--- src/rtl/controle_datapath.sv ---
// Control sequencer for the stack/temp/ULA datapath: expands one accepted
// instruction into its multi-cycle strobe sequence and tracks stack occupancy.
module controle_datapath #(
    parameter  int PROF_PILHA = 8,
    localparam int NW         = $clog2(PROF_PILHA + 1)
) (
    input  logic          clk,
    input  logic          reset,
    input  logic          instr_valid,
    output logic          instr_ready,
    input  logic [1:0]    instr_classe,
    input  logic [4:0]    instr_op,
    input  logic [15:0]   instr_imm,
    input  logic          flag_ula,
    output logic          push,
    output logic          pop,
    output logic          controle_pilha,
    output logic          en_pilha,
    output logic          load_temp1,
    output logic          load_temp2,
    output logic          en_temp1,
    output logic          en_temp2,
    output logic [4:0]    opcode,
    output logic [15:0]   din_UC,
    output logic          done,
    output logic          erro,
    output logic          branch_taken,
    output logic [NW-1:0] nivel
);

    typedef enum logic [3:0] {
        S_IDLE,
        S_PUSH,
        S_POPT,
        S_LD1,
        S_LD2,
        S_EXEC,
        S_WB,
        S_FLAG,
        S_ERR
    } state_t;

    typedef enum logic [1:0] {
        C_PUSHI = 2'b00,
        C_POPT  = 2'b01,
        C_ULA   = 2'b10,
        C_IF    = 2'b11
    } classe_t;

    localparam logic [NW-1:0] NIV_MAX = NW'(PROF_PILHA);
    localparam logic [NW-1:0] NIV_UM  = NW'(1);
    localparam logic [NW-1:0] NIV_DOIS = NW'(2);

    state_t         state_q, state_d;
    classe_t        classe_q, classe_d;
    logic [NW-1:0]  nivel_q, nivel_d;
    logic [4:0]     opcode_q, opcode_d;
    logic [15:0]    din_q, din_d;
    logic           sel_q, sel_d;
    logic           branch_q, branch_d;

    classe_t        classe_in;
    logic           legal;
    state_t         alvo;

    assign classe_in = classe_t'(instr_classe);

    // Legality is judged against the occupancy seen at the accept edge.
    always_comb begin
        legal = 1'b0;
        alvo  = S_IDLE;
        unique case (classe_in)
            C_PUSHI: begin
                legal = (nivel_q < NIV_MAX);
                alvo  = S_PUSH;
            end
            C_POPT: begin
                legal = (nivel_q >= NIV_UM);
                alvo  = S_POPT;
            end
            C_ULA, C_IF: begin
                legal = (nivel_q >= NIV_DOIS);
                alvo  = S_LD1;
            end
            default: begin
                legal = 1'b0;
                alvo  = S_IDLE;
            end
        endcase
    end

    always_comb begin
        state_d  = state_q;
        classe_d = classe_q;
        nivel_d  = nivel_q;
        opcode_d = opcode_q;
        din_d    = din_q;
        sel_d    = sel_q;
        branch_d = branch_q;
        unique case (state_q)
            S_IDLE: begin
                if (instr_valid) begin
                    opcode_d = instr_op;
                    din_d    = instr_imm;
                    sel_d    = instr_imm[0];
                    classe_d = classe_in;
                    state_d  = legal ? alvo : S_ERR;
                end
            end
            S_PUSH: begin
                nivel_d = nivel_q + NIV_UM;
                state_d = S_IDLE;
            end
            S_POPT: begin
                nivel_d = nivel_q - NIV_UM;
                state_d = S_IDLE;
            end
            S_LD1: begin
                nivel_d = nivel_q - NIV_UM;
                state_d = S_LD2;
            end
            S_LD2: begin
                nivel_d = nivel_q - NIV_UM;
                state_d = S_EXEC;
            end
            S_EXEC: begin
                if (classe_q == C_IF) begin
                    branch_d = flag_ula;
                    state_d  = S_FLAG;
                end else begin
                    state_d  = S_WB;
                end
            end
            S_WB: begin
                nivel_d = nivel_q + NIV_UM;
                state_d = S_IDLE;
            end
            S_FLAG, S_ERR: begin
                state_d = S_IDLE;
            end
            default: begin
                state_d = S_IDLE;
            end
        endcase
    end

    always_ff @(posedge clk or posedge reset) begin
        if (reset) begin
            state_q  <= S_IDLE;
            classe_q <= C_PUSHI;
            nivel_q  <= '0;
            opcode_q <= '0;
            din_q    <= '0;
            sel_q    <= 1'b0;
            branch_q <= 1'b0;
        end else begin
            state_q  <= state_d;
            classe_q <= classe_d;
            nivel_q  <= nivel_d;
            opcode_q <= opcode_d;
            din_q    <= din_d;
            sel_q    <= sel_d;
            branch_q <= branch_d;
        end
    end

    // Moore strobe decode from the registered state only.
    always_comb begin
        push           = 1'b0;
        pop            = 1'b0;
        controle_pilha = 1'b0;
        en_pilha       = 1'b0;
        load_temp1     = 1'b0;
        load_temp2     = 1'b0;
        en_temp1       = 1'b0;
        en_temp2       = 1'b0;
        done           = 1'b0;
        erro           = 1'b0;
        unique case (state_q)
            S_PUSH: begin
                push     = 1'b1;
                en_pilha = 1'b1;
                done     = 1'b1;
            end
            S_POPT: begin
                pop        = 1'b1;
                en_pilha   = 1'b1;
                load_temp1 = ~sel_q;
                en_temp1   = ~sel_q;
                load_temp2 = sel_q;
                en_temp2   = sel_q;
                done       = 1'b1;
            end
            S_LD1: begin
                pop        = 1'b1;
                en_pilha   = 1'b1;
                load_temp1 = 1'b1;
                en_temp1   = 1'b1;
            end
            S_LD2: begin
                pop        = 1'b1;
                en_pilha   = 1'b1;
                load_temp2 = 1'b1;
                en_temp2   = 1'b1;
            end
            S_WB: begin
                push           = 1'b1;
                controle_pilha = 1'b1;
                en_pilha       = 1'b1;
                done           = 1'b1;
            end
            S_FLAG: begin
                done = 1'b1;
            end
            S_ERR: begin
                done = 1'b1;
                erro = 1'b1;
            end
            default: begin
                done = 1'b0;
            end
        endcase
    end

    assign instr_ready  = (state_q == S_IDLE);
    assign opcode       = opcode_q;
    assign din_UC       = din_q;
    assign branch_taken = branch_q;
    assign nivel        = nivel_q;

endmodule
--- config.mk ---
export PLATFORM = sky130hd
export DESIGN_NAME = controle_datapath
export DESIGN_NICKNAME = d
export VERILOG_FILES = /design/src/rtl/controle_datapath.sv
export SDC_FILE = /design/constraint.sdc
export NUM_CORES = 1
export LEC_CHECK = 0
export ABC_CLOCK_PERIOD_IN_PS = 1800
export CORE_UTILIZATION = 43
export DETAILED_ROUTE_END_ITERATION = 8
export MAX_ROUTING_LAYER = met4
export PLACE_DENSITY_LB_ADDON = 0.15
export SLEW_MARGIN = 5
export SYNTH_ARGS = -nofsm -noshare
export SYNTH_HDL_FRONTEND = slang
export SYNTH_SLANG_ARGS = --single-unit
--- constraint.sdc ---
create_clock -name clk -period 1.8 [get_ports clk]
set_clock_uncertainty 0.1 [all_clocks]
set_input_delay 0.27 -clock clk [delete_from_list [all_inputs] [get_ports clk]]
set_output_delay 0.27 -clock clk [all_outputs]
set_load 0.02 [all_outputs]
==> run metrics, run 1 <==
Syn Inst Count 128; Sequential Power Share 27.2%; Worst-Skew Late Latency 0.28 ns; count leader, synth dfrtp_1; 1st-iter DRT viols 29; Pins Over Slew Limit 0; R2R depth 5; CP Capture Type primary output; first-pass GRT wire length 5.95 mm; CP max-delay cell dfrtp_2; Post-DP Area 2430 um2; WP data required 1.43 ns; CTS Hold Bufs 0; drc violations 0; outcome completed; routed wire length 3.70 mm; commonest cells in the netlist 32 x dfrtp_1, 19 x mux2_4, 7 x nand2_1; synthesized area per cell 12.7 um2; slew margin rel. 72.4%; RSZ-0062 raised after global routing true; post-synthesis cell type count 42; TritonCTS clock tree built; post-layout util 70.5%; Final ANT Viol Nets 0; Main synth FF type dfrtp_1; CP startpoint kind flop; share of the synthesized area in the top cell type 49.1%; setup_tns 0 ns; Area Overhead vs Synth 58.1%; Via Count 1288; Final nets 245; final period utilization 98.0%; switching pwr 1.99 mW; Yosys top cell by area dfrtp_1; Seq/Total Area, Yosys 49.1%; ANT cells 0; overall routing resource usage 20.1%; initial antenna violation count 0; Power, Total 5.07 mW; Reg clk slew, reported paths 0.06 ns; fmax 0.567 GHz; mapped cell area 1630 um2; largest net degree at the start of global routing 25; vias in the first global route 1315; combinational power share 61.7%; Finished Cell Area 2580 um2; syn nets 158; Die ar. 4040 um2; I/O pins 64; row count 22; CP Cell Sequence or2_4 -> o22a_1 -> clkinv_1 -> buf_6; Buffers on Ports 63; Hold Vio Cnt, Final 0; TritonCTS Buffers 5; clock tree sinks 32; Worst Path Max Fanout 5; asr flop ratio synth 100%; Die Span X 63.6 um; maximum root-to-sink buffer count 2; EDFF count, synth 0; MaxCap Viol Count 0; pwr dens 1970 nW/um2; fin crit period 1.76 ns; peak supply drop 1.06 mV; Die Span Y 63.6 um; dpl hpwl 2.71 mm; DR vias/cell 4.88; slowest stage delay, CP 0.44 ns; GP Congestion 0.794; core outline area 3660 um2; Worst Hold Class input pin to asynchronous set/reset pin; Worst Tran Pin Value 0.413 ns; final setup fails 0; aggregate global routing overflow 0; Synth Register Bits 32; WL/cell 14.0 um; Internal 3.09 mW; largest cells by area after synthesis dfrtp_1 49%, mux2_4 17%, mux2_2 2.8%; Clk network pwr share 11.1%; Worst Path Arrival 1.39 ns; CP Class flop to primary output; Syn. warnings 0; H-Tree Depth 2; first-pass detailed-route iteration total 3; layout cells sized above 1 37.5%; Initial Utilization 44.6%; WHS 0.202 ns; P_leak 1.18 nW; Clock Tree Root clkbuf_8; sw frac 39.1%
==> cells in the final DEF (no fill, tap or decap), types with 2 or more instances in the layout <==
cell type,instances
ha_1,3
xnor2_1,2
dfrtp_1,29
nor2b_1,2
xor2_1,2
dfrtp_2,3
clkdlybuf4s50_1,52
nand2b_1,5
o21bai_1,2
mux2_4,19
a21oi_1,4
mux2_2,4
inv_1,4
buf_6,4
buf_4,24
nor2_1,4
clkbuf_8,6
nand2_1,6
buf_2,7
nand2_8,2
==> layer usage <==
layer  up-vias  GRT usage [%]  wire, um
met4         0           9.38        41
met3         4           3.80       121
li1        621              -         -
met1       626           23.6      1600
met5         -              -         0
met2        37           33.2      1930
==> cell families (layout without fill, tap and decap cells) <==
kind of cell	after synthesis	in the layout	synth area share, %
buffers and inverters	14	101	5.06
XOR/XNOR	4	4	2.15
adder cells (fa/ha/maj)	3	3	2.30
flip-flops	32	32	49.1
AND/OR/NAND/NOR	34	35	12.9
multiplexers	25	25	21.5
AO/OA/AOI/OAI	16	16	6.98
==> worst max-delay path: cells and delay by family, from the launching register on <==
kind / cells / cell delay, ns
buf+inv: 2 / 0.19
flops: 1 / 0.44
simple gates: 1 / 0.30
compound gates: 1 / 0.19
==> timing repair <==
item | 4_1_cts | 5_1_grt
gates cloned | 0 | 1
resized for setup | 52 | 12
endpoints found under the setup margin | 34 | 30
setup buffers | 2 | 1
==> metrics by stage <==
stage	cells	worst slack (ns)
after floorplan	128	-0.0170
after global placement	252	-0.156
after detailed placement	252	-0.176
after CTS	262	0.00352
after global routing	264	-0.0373
final	264	0.0356
==> final cells by class <==
type,instances,area (um2)
Sequential cell,32,805
Multi-Input combinational cell,83,817
Clock inverter,1,7.51
Tap cell,48,60.1
Timing Repair Buffer,88,786
Inverter,5,18.8
Fill cell,291,1080
Clock buffer,7,86.3
==> state kept, by name (all words and copies together) (netlist names) <==
| signal | count |
|---|---|
| din_UC | 16 |
| opcode | 5 |
| nivel | 4 |
| state_q | 4 |
| classe_q | 2 |
| branch_taken | 1 |
==> power groups by stage <==
stage / Combinational [mW] / Clock [mW] / Sequential, mW
3_5_place_dp: 3.03 / 0 / 1.38
6_report: 3.13 / 0.563 / 1.38
5_1_grt: 3.33 / 0.617 / 1.43
2_1_floorplan: 1.49 / 0 / 1.68
4_1_cts: 3.04 / 0.578 / 1.38
3_3_place_gp: 2.99 / 0 / 1.36
==> path summary, 6_finish.rpt <==
| kind | start | to | slack, ns |
|---|---|---|---|
| worst max register to register | state_q[0] | din_UC[2] | 0.05 |
| worst min register to register | opcode[0] | opcode[0] | 0.41 |
| worst max-delay path | state_q[0] | pop | 0.04 |
| min in group clk | opcode[0] | opcode[0] | 0.41 |
| max in group asynchronous | reset | state_q[1] | 1.14 |
| worst min-delay path | reset | din_UC[9] | 0.20 |
Note: power is estimated with default switching activity, not from simulation.
==> inputs of run 2 (changes only) <==
--- a/config.mk
+++ b/config.mk
@@ -10,6 +10,7 @@
 export DETAILED_ROUTE_END_ITERATION = 8
 export MAX_ROUTING_LAYER = met4
 export PLACE_DENSITY_LB_ADDON = 0.15
+export SKIP_CTS_REPAIR_TIMING = 1
 export SLEW_MARGIN = 5
 export SYNTH_ARGS = -nofsm -noshare
 export SYNTH_HDL_FRONTEND = slang
==> run metrics, run 2 (same netlist as run 1, synthesis figures left out) <==
Area Overhead vs Synth 57.3%; RSZ-0062 raised after global routing true; CP Cell Sequence buf_4 -> nand2_1 -> a2bb2oi_2 -> inv_1 -> buf_4; slew margin rel. 72.4% (about the same); TritonCTS Buffers 5 (unchanged); Worst Path Arrival 1.42 ns (+0.03 ns); layout cells sized above 1 36.7% (-0.76 points); aggregate global routing overflow 0 (unchanged); TritonCTS clock tree built; setup slack, reg-to-reg 0.06 ns (about the same); max reg flops 16 (unchanged); Final ANT Viol Nets 0 (unchanged); CP Class flop to primary output; final period utilization 99.2% (+1.2 points); Via Count 1282 (-0.47%); WL/cell 14.0 um (-0.22%); fmax 0.560 GHz (-1.2%); Final nets 244 (-0.41%); DR vias/cell 4.87 (about the same); reg2reg end din_UC[2]; drc violations 0 (unchanged); CP max-delay cell dfrtp_2; Reg clk slew, reported paths 0.06 ns (about the same); ANT cells 0 (unchanged); vias in the first global route 1279 (-2.7%); Hold Vio Cnt, Final 0 (unchanged); post-layout util 70.1% (-0.38 points); Post-DP Area 2430 um2 (unchanged); WP data required 1.43 ns (about the same); peak supply drop 1.05 mV (-0.51%); Power, Total 5.05 mW (-0.49%); fin crit period 1.79 ns (+0.0207 ns); combinational power share 61.4% (-0.3 points); Buffers on Ports 63 (unchanged); slowest stage delay, CP 0.48 ns (+0.04 ns); dpl hpwl 2.71 mm (unchanged); Worst-Skew Late Latency 0.28 ns (about the same); I/O pins 64 (unchanged); Die Span Y 63.6 um (unchanged); routed wire length 3.68 mm (-0.59%); Initial Utilization 44.6% (unchanged); most frequent cells in the layout 52 x clkdlybuf4s50_1, 30 x dfrtp_1, 27 x buf_4, 19 x mux2_4, 7 x nand2_1; CP Capture Type primary output; Worst Path Max Fanout 10 (+5); Finished Cell Area 2570 um2 (-0.53%); Placed Instances 252 (unchanged); Sequential Power Share 27.4% (+0.2 points); P_leak 1.17 nW (-0.38%); maximum root-to-sink buffer count 2 (unchanged); outcome completed; most used cell, CP buf_4; commonest non-fill, non-tap cell in the layout clkdlybuf4s50_1; overall routing resource usage 19.5% (-0.60 points); MaxCap Viol Count 0 (unchanged); clock tree sinks 32 (unchanged); Die ar. 4040 um2 (unchanged); Worst Tran Pin Value 0.413 ns (+0.000433 ns); Pins Over Slew Limit 0 (unchanged); largest net degree at the start of global routing 25 (unchanged); Die Span X 63.6 um (unchanged); non-filler cells, final 263 (-0.38%); R2R depth 5 (unchanged); H-Tree Depth 2 (unchanged); Clk network pwr share 11.1% (about the same); sw frac 39.1% (about the same); final setup fails 0 (unchanged); Clock Tree Root clkbuf_8; initial antenna violation count 0 (unchanged); CP startpoint kind flop; pwr dens 1970 nW/um2 (about the same); row count 22 (unchanged); WHS 0.202 ns (-0.00000400 ns); first-pass detailed-route iteration total 4 (+1); Worst Hold Class input pin to asynchronous set/reset pin; worst r2r src state_q[0]; switching pwr 1.98 mW (-0.49%); core outline area 3660 um2 (unchanged); first-pass GRT wire length 5.76 mm (-3.1%); 1st-iter DRT viols 36 (+24%); Internal 3.07 mW (-0.49%); GP Congestion 0.794 (unchanged)
[run 2: changes by cell type in the layout (fill, tap and decap cells not counted), sizes merged]
| cell | delta |
|---|---|
| buf | -5 |
| clkbuf | +4 |
| clkinv | -1 |
| inv | +1 |
[run 2: area by class of cell]
type | instances | area [um2]
inverters | 5 | 18.8
clock inverters | 1 | 7.51
fillers | 293 | 1090
clock buffers | 7 | 86.3
flip-flops and latches | 32 | 803
multi-input cells | 83 | 815
well taps | 48 | 60.1
repair buffers | 87 | 776
[run 2: worst max-delay path by stage]
stage,depth (start not counted),slack (ns),start,to
2_1_floorplan,3,-0.02,state_q[1],done
3_3_place_gp,4,-0.16,state_q[1],pop
3_5_place_dp,4,-0.18,state_q[1],pop
4_1_cts,4,-0.49,state_q[1],pop
5_1_grt,4,-0.06,state_q[0],done
6_report,5,0.01,state_q[1],push
[run 2: worst max-delay path, delay by kind of cell (launching register included)]
family,cells,cell delay (ns)
buf+inv,3,0.38
flops,1,0.48
compound gates,1,0.18
simple gates,1,0.10
[run 2: stage by stage]
step                worst slack, ns  TNS, ns
global route                -0.0604   -0.335
detailed placement           -0.176    -2.44
finish                       0.0149        0
CTS                          -0.489    -6.13
floorplan                   -0.0170  -0.0170
global placement             -0.156    -1.70
[run 2: power groups by stage]
stage	combinational [mW]	sequential (mW)	clock [mW]
global route	3.29	1.44	0.617
global placement	2.99	1.36	0
finish	3.10	1.39	0.561
floorplan	1.49	1.68	0
CTS	3.04	1.38	0.578
detailed placement	3.03	1.38	0
[run 2: routing by layer]
metal,global-route usage (%),share of wire [%],routed length [um]
met4,9.38,1.1,41
met3,3.80,3.2,117
met5,-,0,0
met2,31.5,52,1900
met1,23.4,44,1610
